--- config.mk ---
export PLATFORM = sky130hd
export DESIGN_NAME = spi_regfile_burst
export DESIGN_NICKNAME = d
export VERILOG_FILES = /design/src/rtl/spi_regfile_burst.sv
export SDC_FILE = /design/constraint.sdc
export NUM_CORES = 1
export LEC_CHECK = 0
export BUFFER_PORTS_ARGS = -buffer_cell sky130_fd_sc_hd__buf_2
export CORE_MARGIN = 5
export CORE_UTILIZATION = 50
export DETAILED_ROUTE_END_ITERATION = 10
export MAX_ROUTING_LAYER = met4
export PLACE_DENSITY = 0.75
export SLEW_MARGIN = 5
export SYNTH_ARGS = -nofsm -noshare
export SYNTH_HDL_FRONTEND = slang
export SYNTH_SLANG_ARGS = --single-unit
--- constraint.sdc ---
create_clock -name SCLK -period 5.1 [get_ports SCLK]
set_input_delay 0.51 -clock SCLK [delete_from_list [all_inputs] [get_ports SCLK]]
set_output_delay 0.51 -clock SCLK [all_outputs]
set_load 0.005 [all_outputs]
--- src/rtl/spi_regfile_burst.sv ---
// rtl/spi_regfile_burst.sv - SPI mode-0 slave register file with optional auto-increment bursts
// Frame: command bit, ADDR_WIDTH address bits, then one or more DATA_WIDTH words, all MSB first.
module spi_regfile_burst #(
    parameter int NUM_REGS    = 5,
    parameter int DATA_WIDTH  = 8,
    parameter int ADDR_WIDTH  = 7,
    parameter int RESET_VALUE = 0,
    parameter int AUTO_INC    = 1
) (
    input  logic                           SCLK,
    input  logic                           rst_n,
    input  logic                           nCS,
    input  logic                           COPI,
    output logic                           cipo,
    output logic [NUM_REGS*DATA_WIDTH-1:0] regs_flat,
    output logic                           wr_strobe,
    output logic [ADDR_WIDTH-1:0]          wr_addr,
    output logic                           addr_err,
    output logic                           busy
);

    localparam int SW = (ADDR_WIDTH > DATA_WIDTH) ? ADDR_WIDTH : DATA_WIDTH;
    localparam int CW = $clog2(SW);
    localparam logic [CW-1:0]         ADDR_LAST = CW'(ADDR_WIDTH - 1);
    localparam logic [CW-1:0]         DATA_LAST = CW'(DATA_WIDTH - 1);
    localparam logic [ADDR_WIDTH:0]   NREGS     = (ADDR_WIDTH + 1)'(NUM_REGS);
    localparam logic [ADDR_WIDTH-1:0] TOP_ADDR  = ADDR_WIDTH'(NUM_REGS - 1);
    localparam logic [DATA_WIDTH-1:0] RST_VAL   = DATA_WIDTH'(RESET_VALUE);

    typedef enum logic [1:0] {IDLE, ADDR, DATA, DONE} state_t;

    state_t                  state;
    logic                    cmd_wr;
    logic [SW-2:0]           shift;
    logic [CW-1:0]           bit_cnt;
    logic [ADDR_WIDTH-1:0]   addr;
    logic [DATA_WIDTH-1:0]   tx_sr;
    logic [DATA_WIDTH-1:0]   regs [NUM_REGS];

    logic [SW-1:0]           next_shift;
    logic [ADDR_WIDTH-1:0]   addr_in;
    logic [DATA_WIDTH-1:0]   data_in;
    logic [ADDR_WIDTH-1:0]   addr_inc;

    assign next_shift = {shift, COPI};
    assign addr_in    = next_shift[ADDR_WIDTH-1:0];
    assign data_in    = next_shift[DATA_WIDTH-1:0];
    assign addr_inc   = (addr == TOP_ADDR) ? '0 : addr + 1'b1;
    assign busy       = (state != IDLE);

    function automatic logic in_range(input logic [ADDR_WIDTH-1:0] a);
        return {1'b0, a} < NREGS;
    endfunction

    // Out-of-range addresses read as zero rather than aliasing onto a real register.
    function automatic logic [DATA_WIDTH-1:0] read_reg(input logic [ADDR_WIDTH-1:0] a);
        logic [DATA_WIDTH-1:0] r;
        r = '0;
        for (int i = 0; i < NUM_REGS; i++) begin
            if (a == ADDR_WIDTH'(i)) r = regs[i];
        end
        return r;
    endfunction

    always_ff @(posedge SCLK) begin
        if (!rst_n) begin
            state     <= IDLE;
            cmd_wr    <= 1'b0;
            shift     <= '0;
            bit_cnt   <= '0;
            addr      <= '0;
            tx_sr     <= '0;
            wr_strobe <= 1'b0;
            wr_addr   <= '0;
            addr_err  <= 1'b0;
            for (int i = 0; i < NUM_REGS; i++) regs[i] <= RST_VAL;
        end else begin
            wr_strobe <= 1'b0;
            if (nCS) begin
                state   <= IDLE;
                bit_cnt <= '0;
                tx_sr   <= '0;
            end else begin
                case (state)
                    IDLE: begin
                        cmd_wr  <= COPI;
                        bit_cnt <= '0;
                        state   <= ADDR;
                    end
                    ADDR: begin
                        shift <= next_shift[SW-2:0];
                        if (bit_cnt == ADDR_LAST) begin
                            addr    <= addr_in;
                            bit_cnt <= '0;
                            state   <= DATA;
                            tx_sr   <= (!cmd_wr && in_range(addr_in)) ? read_reg(addr_in) : '0;
                        end else begin
                            bit_cnt <= bit_cnt + 1'b1;
                        end
                    end
                    DATA: begin
                        shift <= next_shift[SW-2:0];
                        tx_sr <= {tx_sr[DATA_WIDTH-2:0], 1'b0};
                        if (bit_cnt == DATA_LAST) begin
                            bit_cnt <= '0;
                            if (!in_range(addr)) begin
                                addr_err <= 1'b1;
                            end else if (cmd_wr) begin
                                for (int i = 0; i < NUM_REGS; i++) begin
                                    if (addr == ADDR_WIDTH'(i)) regs[i] <= data_in;
                                end
                                wr_addr   <= addr;
                                wr_strobe <= 1'b1;
                            end
                            // Reload at the same edge so the next word follows with no dead bit.
                            if (AUTO_INC != 0) begin
                                addr  <= addr_inc;
                                tx_sr <= (!cmd_wr && in_range(addr_inc)) ? read_reg(addr_inc) : '0;
                            end else begin
                                state <= DONE;
                            end
                        end else begin
                            bit_cnt <= bit_cnt + 1'b1;
                        end
                    end
                    DONE:    state <= DONE;
                    default: state <= IDLE;
                endcase
            end
        end
    end

    always_ff @(negedge SCLK) begin
        if (!rst_n) cipo <= 1'b0;
        else        cipo <= (state == DATA) && !cmd_wr && tx_sr[DATA_WIDTH-1];
    end

    genvar g;
    generate
        for (g = 0; g < NUM_REGS; g++) begin : g_flat
            assign regs_flat[g*DATA_WIDTH +: DATA_WIDTH] = regs[g];
        end
    endgenerate

endmodule

==> Word level (Yosys, flattened, before mapping) <==
Memories as Yosys holds them, arrays and structs flattened.
Cells that the tools add are included.
{ "totals": {"reg_bits": 38, "mem_bits_rw": 40, "output_inout_bits": 51, "n_memories": 1} }
{ "memory_table": {"columns": ["name", "depth", "width", "read_ports", "rd_ports_with_merged_regs", "wr", "line_no", "rtl"], "rows": [
  ["regs", 5, 8, 5, 0, 5, "38", "logic [DATA_WIDTH-1:0] regs [NUM_REGS];"]
]} }
{ "op_classes": {"add_sub_neg": 2, "order_cmp": 3, "n_eq_ne": 19, "muxes": 71, "n_bitwise": 10, "n_reduce_logical": 22} }
{ "ops": {"columns": ["op", "count"], "rows": [
  ["8-bit two-way mux", 19],
  ["7-bit by 2-bit equality test with 1-bit output (second input constant)", 6],
  ["1-bit two-way mux", 42],
  ["7-bit by 1-bit equality test with 1-bit output (second input constant)", 3],
  ["7-bit by 3-bit equality test with 1-bit output (second input constant)", 3],
  ["7-bit logical NOT", 3],
  ["7-bit by 3-bit less-than comparator with 1-bit output (second input constant)", 3],
  ["7-bit two-way mux", 3],
  ["8-bit one-hot mux with 2 select lines", 1],
  ["7-bit one-hot mux with 2 select lines", 1],
  ["3-bit one-hot mux with 3 select lines", 1],
  ["2-bit AND reduction", 4],
  ["4-bit AND reduction", 2],
  ["7-bit by 1-bit adder with 7-bit output (second input constant)", 1],
  ["3-bit equality test (second input constant)", 2],
  ["3-bit two-way mux", 2],
  ["2-bit one-hot mux with 3 select lines", 1],
  ["1-bit NOT", 5],
  ["1-bit bitwise OR", 5],
  ["5-bit AND reduction", 1],
  ["5-bit OR reduction", 1],
  ["2-bit equality test (second input constant)", 2],
  ["1-bit logical AND", 4],
  ["2-bit != test (second input constant)", 2],
  ["other kinds (8)", 10]
]} }

==> Depth between registers and ports, before layout <==
Gate-level depths: netlist of run 1.
{ "depth": {"word_depth": 11, "mapped_depth": 9, "depth_no_buf": 8} }

==> impl_results.md, run 1 <==
- Status: finished clean
- Die height: between 100 and 150 um
- Buf+Inv Stages, Crit Path: 1
- Post-synth top cells: 52 x nor2_1, 40 x edfxtp_1, 38 x dfxtp_1
- Antenna violations before repair: 0
- Synthesized area per cell: ~10 um^2
- Sequential-to-total area share from yosys stat: 0.469
- CP max-delay cell: ha_1
- Power Dens Cells: between 200 and 300 nW/um^2
- Synth area leader: edfxtp_1
- Critical path cell sequence: inv_1 -> ha_1 -> and4b_1
- ANT cells: 0
- Gpl congestion: about 0.86
- Vias post-DR: around 3.4k
- H-tree lvl count: 3
- Clk Latency, worst-skew pair: 390 ps
- Nets@finish: 462
- CTS tree: done
- Final WL: between 10 and 15 mm
- Initial Util: 0.511
- Detail Route Antenna Nets: 0
- Combinational share of power: 0.120
- NetSw: 0.374 mW
- Count leader, synth: nor2_1
- Remaining DRCs: 0
- Final hold vios: 0
- # rows: 33
- Final setup vio count: 0
- Cell internal pwr: between 0.9 and 1 mW
- Reg clk slew, reported paths: 80 ps
- DR WL/cell: about 20 um
- DP HPWL: approximately 7.6 mm
- Mapped Cells: between 400 and 500
- CP peak stage delay: approximately 630 ps
- Io pins: between 50 and 60
- Clock group share of total power: 0.361
- Grt ovf: 0
- Clock Sinks: 78
- Seq pwr share: 0.520
- Largest net degree at the start of global routing: 22
- Worst setup SP type: register
- Asr flop ratio synth: 0
- Post-synth EDFFs: 40
- Worst clock skew: roughly 29 ps
- Maximum vdd drop: roughly 0.00022 V
- Mapped cell area: between 4000 and 5000 um^2
- Setup_tns: 0 ps
- Critical path type: reg2reg
- Multi-input gate area: between 2000 and 2500 um^2
- Lkg Pwr: between 1.5 and 2 nW
- Hold Buf Count CTS: 0
- Vias in the first global route: 3281
- Worst Hold Class: reg2reg
- First-pass GRT wire length: between 15 and 20 mm
- Synth top area cells: edfxtp_1 29%, dfxtp_1 18%, mux2_2 6.5%, nor2_1 4.7%, ha_1 3.9%
- Fillcell total: 740
- Switching Fraction: 0.277
- Area growth from synthesis to layout: 10.8%
- Clock Path Buffers: 2
- #FFs+latches synth: 78
- RSZ-0062 raised after global routing: no
- Full die area: 10300 um^2
- Final Util: 0.567
- TritonRoute pass-1 iters: 5
- PortBufs: 54
- CORE AREA: approximately 8200 um^2
- Post-CTS Setup Inserts: 0
- Die Span X: between 100 and 150 um
- Setup crit end kind: register
- Total chip power: 1.35 mW
- Worst EP arrival: about 1800 ps
- Post-synth net total: ~420
- Most used DFF post-synth: edfxtp_1
- Worst slew pin tran: 1020 ps
- Worst Path Max Fanout: 21
- Worst slew margin: 0.318
- Largest delay share family, worst path: adder cells
- Unique cell type count in the Yosys netlist: 56
- TritonCTS buffer count: 9
- Tot GR Track Use: 0.225
- Layout cell share with drive strength beyond 1: 0.260
- WHS: approximately 450 ps
- Max-slew violations: 0
- Root buffer cell: clkbuf_8
- Post-cts sizing count: 0
- DR iter-0 viols: roughly 280
- Required @ worst endpoint: 2880 ps
- Maximum Capacitance Violations: 0
- Flip-flop and latch area: 1960 um^2
- Synth warn: 0
- Vias per Instance: 6.10
- Top-area cell type share of the netlist area: 0.287
==> worst min-delay path: cells and delay by family (launching register included) <==
kind,cells,cell delay (ps)
compound gates,1,50
buf+inv,1,40
flops,1,310
==> flip-flops by register name (all words and copies together) (netlist names), 2 cells and up <==
name and flops:
bit_cnt 3, tx_sr 8, state 2, regs 40, wr_addr 7, shift 7, addr 7
==> metrics by stage <==
stage	instances	cell area [um^2]	worst slack [ps]
after floorplan	401	4180	1220
after global placement	539	4430	1190
after detailed placement	539	4430	1100
after CTS	555	4630	1100
after global routing	555	4630	974
final	555	4630	1110
==> metal layers <==
metal | wire length (um) | global-route usage | vias to the layer above
met3 | 833 | 0.0441 | 16
met4 | 101 | 0.0838 | 0
li1 | - | - | 1560
met5 | 0 | - | -
met1 | 4700 | 0.291 | 1655
met2 | 5220 | 0.350 | 156
==> cell usage in the layout (no fill, tap or decap), types with 8 or more instances in the layout <==
cell type / count
a22oi_1: 17
o211a_1: 8
dfxtp_1: 38
a21oi_1: 21
nand2_1: 25
nor2b_1: 10
o21ai_0: 17
ha_1: 13
mux2_2: 24
nand3_1: 12
buf_2: 54
inv_1: 13
nor3_1: 9
nor2_1: 52
a211oi_1: 11
clkbuf_8: 9
edfxtp_1: 40
==> power groups by stage <==
stage,clock [mW],combinational [mW],sequential (mW)
floorplan,0.00245,0.115,0.706
global placement,0.00245,0.155,0.713
detailed placement,0.00245,0.158,0.715
CTS,0.492,0.159,0.700
global route,0.517,0.174,0.703
finish,0.486,0.161,0.701
==> area by class of cell <==
type                            count  share of cell area
Clock buffer                        9              0.0267
Clock inverter                      8              0.0184
Inverter                           12             0.00972
Multi-Input combinational cell    288               0.433
Sequential cell                    78               0.423
Tap cell                          105              0.0284
Timing Repair Buffer               55              0.0600
==> worst paths after layout <==
check | from | cells past startpoint | slack [ps] | to
max reg2reg | state[0]$_SDFFE_PP0P_ | 3 | 1110 | cipo$_SDFF_NN0_
min reg2reg | wr_addr[2]$_SDFFE_PN0P_ | 2 | 450 | wr_addr[2]$_SDFFE_PN0P_
max | state[0]$_SDFFE_PP0P_ | 3 | 1110 | cipo$_SDFF_NN0_
min | wr_addr[2]$_SDFFE_PN0P_ | 2 | 450 | wr_addr[2]$_SDFFE_PN0P_
==> logic make-up after synthesis <==
| logic type | share of synthesized area |
|---|---|
| and+or+nand+nor | 0.167 |
| AOI/OAI and AO/OA | 0.182 |
| DFF | 0.469 |
| buffers and inverters | 0.0506 |
| muxes | 0.0814 |
| adders and majority gates | 0.0389 |
| xor gates and xnor gates | 0.0105 |
Note: power is estimated with default switching activity, not from simulation.
==> run 2, diff against run 1 <==
clock period = 4.15 ns   (was 5.1 ns; I/O delays follow)
==> run 2 against run 1 <==
Against the previous run:
- first-iteration DRC count increased by 1.8%
- final area increased by 0.51%
- core utilization increased by 0.29 points
- non-clock buffer count increased by 1
- setup slack got worse by 260 ps
- count of clock-buffer cells in the layout unchanged
- total power increased by 25%
- sequential cell count unchanged
- sequential power increased by 23%
- global-route usage decreased by 0.59 points
- worst hold slack got worse by 2.4 ps
- critical endpoint is now cipo
==> impl_results.md, run 2 (synthesis gave the netlist of run 1 again) <==
- Antenna violations before repair: 0 (unchanged)
- DP HPWL: 7.47 mm (was 7.55 mm)
- Final Util: 0.570 (was 0.567)
- Worst setup SP type: register (unchanged)
- CTS tree: done (unchanged)
- Lkg Pwr: 1.84 nW (was 1.83 nW)
- Post-CTS Setup Inserts: 0 (unchanged)
- Clock Path Buffers: 2 (unchanged)
- Grt ovf: 0 (unchanged)
- Max-slew violations: 0 (unchanged)
- Vias per Instance: 6.03 (was 6.10)
- ANT cells: 0 (unchanged)
- Seq pwr share: 0.510 (was 0.520)
- Largest delay share family, worst path: flip-flops (was adder cells)
- Root buffer cell: clkbuf_8 (unchanged)
- Nets@finish: 463 (was 462)
- Critical path cell sequence: buf_2 (was inv_1 -> ha_1 -> and4b_1)
- Max reg flops: 40 (unchanged)
- Final setup vio count: 0 (unchanged)
- Worst slew pin tran: 992 ps (was 1020 ps)
- TritonCTS buffer count: 9 (unchanged)
- DR iter-0 viols: 281 (was 276)
- DP Worst Slack: 1070 ps (was 1100 ps)
- Maximum vdd drop: 0.000340 V (was 0.000222 V)
- Switching Fraction: 0.259 (was 0.277)
- Remaining DRCs: 0 (unchanged)
- Initial Util: 0.511 (unchanged)
- Status: finished clean (unchanged)
- H-tree lvl count: 3 (unchanged)
- PortBufs: 54 (unchanged)
- Vias in the first global route: 3191 (was 3281)
- Fillcell total: 719 (was 740)
- Biggest regs: regs (40), tx_sr (8) (unchanged)
- Required @ worst endpoint: 3730 ps (was 2880 ps)
- Power Dens Cells: 363 nW/um^2 (was 291 nW/um^2)
- Maximum Capacitance Violations: 0 (unchanged)
- Worst Path Max Fanout: 1 (was 21)
- Vias post-DR: 3355 (was 3387)
- Clock group share of total power: 0.375 (was 0.361)
- CORE AREA: 8180 um^2 (unchanged)
- Layout cell share with drive strength beyond 1: 0.259 (was 0.260)
- Buf+Inv Stages, Crit Path: 1 (unchanged)
- Combinational share of power: 0.116 (was 0.120)
- Post-cts sizing count: 0 (unchanged)
- Critical path type: reg2out (was reg2reg)
- Setup_tns: 0 ps (unchanged)
- Highest-count cells in the layout ignoring fill and taps: 54 x buf_2, 52 x nor2_1, 40 x edfxtp_1 (unchanged)
- Worst Hold Class: in2reg (was reg2reg)
- DR WL/cell: 19.1 um (was 19.6 um)
- Clock Sinks: 78 (unchanged)
- Area growth from synthesis to layout: 11.4% (was 10.8%)
- Final setup slack of the worst path: 849 ps (was 1110 ps)
- Final WL: 10.6 mm (was 10.9 mm)
- Full die area: 10300 um^2 (unchanged)
- Tot GR Track Use: 0.219 (was 0.225)
- Die height: 101 um (unchanged)
- First-pass GRT wire length: 16.7 mm (was 17.2 mm)
- CP peak stage delay: 310 ps (was 630 ps)
- Clk Latency, worst-skew pair: 390 ps (about the same)
- Gpl congestion: 0.891 (was 0.863)
- Io pins: 55 (unchanged)
- # rows: 33 (unchanged)
- Hold Buf Count CTS: 0 (unchanged)
- Die Span X: 101 um (unchanged)
- Cell internal pwr: 1.25 mW (was 0.974 mW)
- TritonRoute pass-1 iters: 6 (was 5)
- NetSw: 0.438 mW (was 0.374 mW)
- Worst EP arrival: 2890 ps (was 1770 ps)
- Reg clk slew, reported paths: 80 ps (about the same)
- Largest net degree at the start of global routing: 22 (unchanged)
- Final hold vios: 0 (unchanged)
- Reg with most FFs: regs (unchanged)
- Worst slew margin: 0.337 (was 0.318)
- RSZ-0062 raised after global routing: no (unchanged)
- Worst clock skew: 41.1 ps (was 29.5 ps)
- Setup crit end kind: primary output (was register)
- CP max-delay cell: dfxtp_1 (was ha_1)
- Detail Route Antenna Nets: 0 (unchanged)
- Most common cell after layout, fill and taps aside: buf_2 (unchanged)
==> run 2: path summary, 6_finish.rpt <==
kind / from / to / slack, ps / cells after the start
setup / recovery: cipo$_SDFF_NN0_ / cipo / 850 / 1
hold / removal: rst_n / wr_addr[3]$_SDFFE_PN0P_ / 450 / 2
setup reg to reg: state[0]$_SDFFE_PP0P_ / cipo$_SDFF_NN0_ / 1090 / 3
hold reg to reg: wr_addr[2]$_SDFFE_PN0P_ / wr_addr[2]$_SDFFE_PN0P_ / 450 / 2
==> run 2: metal layers <==
metal / up-vias / track usage / wire, um
li1: 1559 / - / -
met1: 1611 / 0.286 / 4490
met2: 164 / 0.337 / 5050
met3: 21 / 0.0510 / 871
met4: 0 / 0.0726 / 201
met5: - / - / 0
==> run 2: power groups by stage <==
| stage | registers [mW] | clock network, mW | logic [mW] |
|---|---|---|---|
| final | 0.861 | 0.633 | 0.195 |
| after detailed placement | 0.878 | 0.00302 | 0.193 |
| after global routing | 0.865 | 0.677 | 0.212 |
| after floorplan | 0.868 | 0.00302 | 0.141 |
| after CTS | 0.860 | 0.640 | 0.193 |
| after global placement | 0.876 | 0.00302 | 0.190 |
==> run 2: worst register-to-register path, stage by stage, from the launching register on <==
cell and delay [ps]:
dfxtp_1 440, inv_1 90, ha_1 210, and4b_1 170
==> run 2: layout make-up <==
type	count	area [um^2]	area share
multi-input combinational	288	2010	0.431
sequential	78	1960	0.421
timing repair buffer	56	285	0.0613
tap	105	131	0.0282
clock buffer	9	124	0.0266
clock inverter	8	101	0.0218
inverter	12	45.0	0.00967
==> run 2: per-stage QoR <==
step / cells / hold WS (ps) / instance area [um^2] / total power [mW]
6_report: 556 / 448 / 4660 / 1.69
5_1_grt: 556 / 444 / 4660 / 1.75
3_3_place_gp: 540 / 433 / 4440 / 1.07
2_1_floorplan: 401 / 440 / 4180 / 1.01
4_1_cts: 556 / 433 / 4660 / 1.69
3_5_place_dp: 540 / 445 / 4440 / 1.07
